[config.mk]
export PLATFORM = sky130hd
export DESIGN_NAME = fetch_req_ctrl
export DESIGN_NICKNAME = d
export VERILOG_FILES = /design/src/rtl/fetch_req_ctrl.sv
export SDC_FILE = /design/constraint.sdc
export NUM_CORES = 1
export LEC_CHECK = 0
export CAP_MARGIN = 20
export CORE_ASPECT_RATIO = 1.2
export CORE_UTILIZATION = 46
export CTS_CLUSTER_DIAMETER = 80
export DETAILED_ROUTE_END_ITERATION = 8
export PLACE_DENSITY = 0.85
export SETUP_SLACK_MARGIN = 0.3
export SKIP_LAST_GASP = 1
export SYNTH_ARGS = -nofsm -noshare
export SYNTH_HDL_FRONTEND = slang
export SYNTH_SLANG_ARGS = --single-unit
[constraint.sdc]
create_clock -name clk -period 3.3 [get_ports clk]
set_clock_uncertainty 0.15 [all_clocks]
set_input_delay 0.66 -clock clk [delete_from_list [all_inputs] [get_ports clk]]
set_output_delay 0.66 -clock clk [all_outputs]
set_load 0.05 [all_outputs]
[src/rtl/fetch_req_ctrl.sv]
`default_nettype none
// fetch_req_ctrl: credit-based ICache fetch-request scheduler feeding the IF1->ID fetch FIFO.
// Requests issue only when a FIFO slot is guaranteed; stale responses after a redirect are dropped.
module fetch_req_ctrl #(
   parameter int          FIFO_DEPTH      = 2,
   parameter int          MAX_OUTSTANDING = 2,
   parameter logic [31:0] PC_RESET        = 32'h1c00_0000,
   parameter int          CNT_W           = 2
) (
   input  logic             clk,
   input  logic             rstn,
   input  logic             redirect,
   input  logic [31:0]      redirect_pc,
   input  logic             halt,
   output logic             icache_req_valid,
   input  logic             icache_req_ready,
   output logic [31:0]      icache_req_pc,
   input  logic             icache_resp_valid,
   output logic             fifo_write_en,
   input  logic             fifo_pop_en,
   output logic             fifo_flush,
   output logic [CNT_W-1:0] occupancy,
   output logic [CNT_W-1:0] outstanding,
   output logic [CNT_W-1:0] drop_cnt,
   output logic [1:0]       state
);

   typedef enum logic [1:0] {
      ST_IDLE = 2'b00,
      ST_RUN  = 2'b01,
      ST_HALT = 2'b10
   } state_e;

   localparam logic [CNT_W:0]   DEPTH_C  = (CNT_W+1)'(FIFO_DEPTH);
   localparam logic [CNT_W-1:0] MAXOUT_C = CNT_W'(MAX_OUTSTANDING);

   state_e           state_q, state_d;
   logic [31:0]      pc_q, pc_d;
   logic [CNT_W-1:0] occ_q, occ_d;
   logic [CNT_W-1:0] out_q, out_d;
   logic [CNT_W-1:0] drop_q, drop_d;

   logic [CNT_W-1:0] live;
   logic [CNT_W:0]   credit_sum;
   logic             has_credit;
   logic             req_valid;
   logic             handshake;
   logic             drop_pending;
   logic             write_en;
   logic [31:0]      pc_seq;

   // Live requests are the ones whose responses will actually land in the FIFO.
   assign live         = out_q - drop_q;
   assign credit_sum   = {1'b0, occ_q} + {1'b0, live};
   assign has_credit   = credit_sum < DEPTH_C;
   assign req_valid    = (state_q == ST_RUN) && !halt && !redirect && has_credit
                         && (out_q < MAXOUT_C);
   assign handshake    = req_valid && icache_req_ready;
   assign drop_pending = (drop_q != '0);
   assign write_en     = icache_resp_valid && !drop_pending && !redirect;
   assign pc_seq       = {pc_q[31:3] + 29'd1, 3'b000};

   always_comb begin
      state_d = state_q;
      pc_d    = pc_q;
      occ_d   = occ_q;
      out_d   = out_q + CNT_W'(handshake) - CNT_W'(icache_resp_valid);
      drop_d  = drop_q;

      if (redirect) begin
         state_d = ST_RUN;
      end else begin
         case (state_q)
            ST_IDLE: state_d = ST_RUN;
            ST_RUN:  state_d = halt ? ST_HALT : ST_RUN;
            ST_HALT: state_d = ST_HALT;
            default: state_d = ST_IDLE;
         endcase
      end

      if (redirect) begin
         pc_d = redirect_pc;
      end else if (handshake) begin
         pc_d = pc_seq;
      end

      if (redirect) begin
         occ_d = '0;
      end else begin
         occ_d = occ_q + CNT_W'(write_en) - CNT_W'(fifo_pop_en);
      end

      // Everything in flight at a redirect is stale, including a response arriving right now.
      if (redirect) begin
         drop_d = out_q - CNT_W'(icache_resp_valid);
      end else if (icache_resp_valid && drop_pending) begin
         drop_d = drop_q - CNT_W'(1);
      end
   end

   always_ff @(posedge clk or negedge rstn) begin
      if (!rstn) begin
         state_q <= ST_IDLE;
         pc_q    <= PC_RESET;
         occ_q   <= '0;
         out_q   <= '0;
         drop_q  <= '0;
      end else begin
         state_q <= state_d;
         pc_q    <= pc_d;
         occ_q   <= occ_d;
         out_q   <= out_d;
         drop_q  <= drop_d;
      end
   end

   assign icache_req_valid = req_valid;
   assign icache_req_pc    = pc_q;
   assign fifo_write_en    = write_en;
   assign fifo_flush       = redirect;
   assign occupancy        = occ_q;
   assign outstanding      = out_q;
   assign drop_cnt         = drop_q;
   assign state            = state_q;

   always @(posedge clk) begin
      if (rstn) begin
         a_credit : assert (credit_sum <= DEPTH_C);
         a_maxout : assert (out_q <= MAXOUT_C);
         a_drop   : assert (drop_q <= out_q);
         a_resp   : assert (!(icache_resp_valid && (out_q == '0)));
         a_pop    : assert (!(fifo_pop_en && (occ_q == '0)));
      end
   end

endmodule
`default_nettype wire

==> impl_metrics.env <==
export IMPL_rsz0062_at_grt="yes"
export IMPL_gp_congestion=0.811
export IMPL_clock_root_buffer="clkbuf_8"
export IMPL_async_reset_ff_frac=1.00
export IMPL_ios=82
export IMPL_synth_edf_count=0
export IMPL_grt_pass1_wl_mm=10.4
export IMPL_fp_dieW_um=67.6
export IMPL_path_max_fanout=2
export IMPL_synth_area_leaders="dfrtp_1, nand2_1, xnor2_1"
export IMPL_die_area_sq_mm=0.00546
export IMPL_place_inst=389
export IMPL_r2r_start="drop_cnt[0]$_DFFE_PN0P_"
export IMPL_synth_seq_area_share=0.423
export IMPL_power_mw=2.07
export IMPL_leakagePower_nw=1.41
export IMPL_area_delta_synth_final_pct=45.9
export IMPL_antenna_found_initial=0
export IMPL_grt_pass1_vias=2280
export IMPL_hpwlAfterDp_mm=4.69
export IMPL_max_slew_margin=0.402
export IMPL_clockBufferDepth=2
export IMPL_crit_type="flop to output pin"
export IMPL_startpoint_type="flop"
export IMPL_synth_flop_cell="dfrtp_1"
export IMPL_initial_core_util=0.481
export IMPL_layout_setup_ws_ps=345
export IMPL_p_per_area_mw_per_mm2=597
export IMPL_regToRegEndpoint="icache_req_pc[27]$_DFFE_PN1P_"
export IMPL_tightest_slew_ps=896
export IMPL_ff2ff_setup_slack_ps=400
export IMPL_ys_types=48
export IMPL_slew_violations=0
export IMPL_syn_area_sq_mm=0.00238
export IMPL_placement_io_buffers=81
export IMPL_dpl_instance_area_sq_mm=0.00330
export IMPL_final_hold_viol_count=0
export IMPL_yosysTopAreaCell="dfrtp_1"
export IMPL_vias_per_cell=5.62
export IMPL_tns_ps=0
export IMPL_cts_sinks=40
export IMPL_synth_net_count=303
export IMPL_fin_area_sq_mm=0.00347
export IMPL_critical_path_required_ps=2490
export IMPL_synthCells=255
export IMPL_finalCritPeriodShare=0.895
export IMPL_drt_total_wl_mm=6.42
export IMPL_instances_no_fill=405
export IMPL_syn_area_per_cell_sq_um=9.32
export IMPL_period_minus_slack_ps=2950
export IMPL_preCtsSetupSlack_ps=221
export IMPL_grt_usage=0.252
export IMPL_setup_viol=0
export IMPL_ys_ff_latch=40
export IMPL_grt_max_degree=49
export IMPL_drive_gt1_frac=0.151
export IMPL_chipHeight_um=80.7
export IMPL_synth_warnings=0
export IMPL_hold_buffers=0
export IMPL_drt_iter0_markers=140
export IMPL_cts_buffers=5
export IMPL_grt_ovfl_total=0
export IMPL_route_vias_total=2278
export IMPL_clkSlewWorstSetupHoldPaths_ps=80
export IMPL_netlist_area_leader_share=0.390
export IMPL_wl_per_cell_um=15.8
export IMPL_rows=28
export IMPL_run_status="complete, no violations"
export IMPL_diodes=0
export IMPL_reg2reg_depth=11
export IMPL_cp_arrival_ps=2140
export IMPL_max_freq_ghz=0.338
export IMPL_nets=392
export IMPL_cap_violations=0
export IMPL_synth_commonest_cells="nand2_1, dfrtp_1, o21ai_0"
export IMPL_synth_most_common_cell="nand2_1"
export IMPL_cts_htree_levels=2
export IMPL_worstSetupEndpointType="output pin"
export IMPL_postRouteAntennaNets=0
export IMPL_fp_coreArea_sq_mm=0.00494
export IMPL_clock_latency_ps=290
export IMPL_remaining_drc_errors=0
export IMPL_worstHoldPathType="input port to async pin"
export IMPL_ir_worst_vdd_v=0.000339
export IMPL_cts_tree="built"
export IMPL_first_pass_iters=4
-- how the worst max path moves through the flow --
stage	start	end	slack (ps)
finish	drop_cnt[0]$_DFFE_PN0P_	icache_req_valid	350
global route	outstanding[0]$_DFF_PN0_	icache_req_pc[27]$_DFFE_PN1P_	240
CTS	outstanding[0]$_DFF_PN0_	icache_req_valid	310
detailed placement	redirect	icache_req_pc[29]$_DFFE_PN0P_	220
floorplan	outstanding[0]$_DFF_PN0_	outstanding[1]$_DFF_PN0_	150
global placement	redirect	outstanding[1]$_DFF_PN0_	290
-- where the power goes --
part / total, mW / leakage [nW] / switching (mW) / internal (mW)
registers: 0.682 / 0.476 / 0.107 / 0.574
logic: 1.07 / 0.891 / 0.620 / 0.450
clock network: 0.317 / 0.0422 / 0.169 / 0.149
-- sequential cells by signal, indices dropped and copies added (netlist names) --
| name | flops |
|---|---|
| drop_cnt | 2 |
| icache_req_pc | 32 |
| occupancy | 2 |
| outstanding | 2 |
| state | 2 |
-- final cells by class --
class / instances / area [sq um]
fillers: 367 / 1470
multi-input cells: 193 / 1330
flip-flops and latches: 40 / 1010
repair buffers: 93 / 925
clock buffers: 7 / 76.3
well taps: 60 / 75.1
inverters: 11 / 43.8
clock inverters: 1 / 5.00
-- what timing repair did --
action | CTS | global route
endpoints found under the hold margin | 0 | 0
buffers inserted | 3 | 4
gates cloned | 0 | 1
gates resized for setup | 1 | 4
endpoints found under the setup margin | 1 | 8
pin swaps | 3 | 6
-- placed cells by master (no fill, tap or decap), drive strengths merged, types with 4 or more instances in the layout --
| cell type | netlist | routed |
|---|---|---|
| nor3 | 10 | 10 |
| a221o | 4 | 4 |
| a21o | 5 | 5 |
| xor2 | 7 | 7 |
| dfrtp | 37 | 37 |
| o21ai | 20 | 20 |
| nand2 | 39 | 39 |
| o211ai | 6 | 6 |
| mux2 | 4 | 4 |
| clkdlybuf4s50 | 0 | 77 |
| nand4 | 13 | 13 |
| inv | 11 | 11 |
| nand3 | 17 | 17 |
| clkbuf | 5 | 7 |
| xnor2 | 14 | 14 |
| buf | 6 | 15 |
| and3 | 5 | 5 |
| nor2 | 11 | 11 |
| ha | 8 | 8 |
-- critical path, cell delays in order, from the launching register on --
cell,delay [ps]
dfrtp_2,430
ha_4,170
xnor2_2,130
xnor2_1,140
fa_1,540
nand3b_1,130
nor2_2,170
buf_12,160
-- routing by layer --
metal,wire length (um),global-route usage,part of all wire
met4,118,0.0957,0.018
met5,0,0,0
met2,3430,0.433,0.53
met3,292,0.0365,0.046
met1,2580,0.314,0.40
-- per-stage QoR --
step                 util  hold slack, ps
floorplan               -             214
global placement    0.667             329
detailed placement  0.667             346
CTS                 0.690             357
global route        0.702             381
finish              0.702             340
-- logic make-up (layout without fill, tap and decap cells) --
| family | after synthesis | after routing | synth area share |
|---|---|---|---|
| AOI/OAI and AO/OA | 45 | 45 | 0.126 |
| adders and majority gates | 9 | 9 | 0.0506 |
| and+or+nand+nor | 111 | 111 | 0.248 |
| muxes | 7 | 7 | 0.0316 |
| buffers and inverters | 22 | 112 | 0.0437 |
| xor gates and xnor gates | 21 | 21 | 0.0774 |
| DFF | 40 | 40 | 0.423 |
Power figures use the tool's default switching activity.
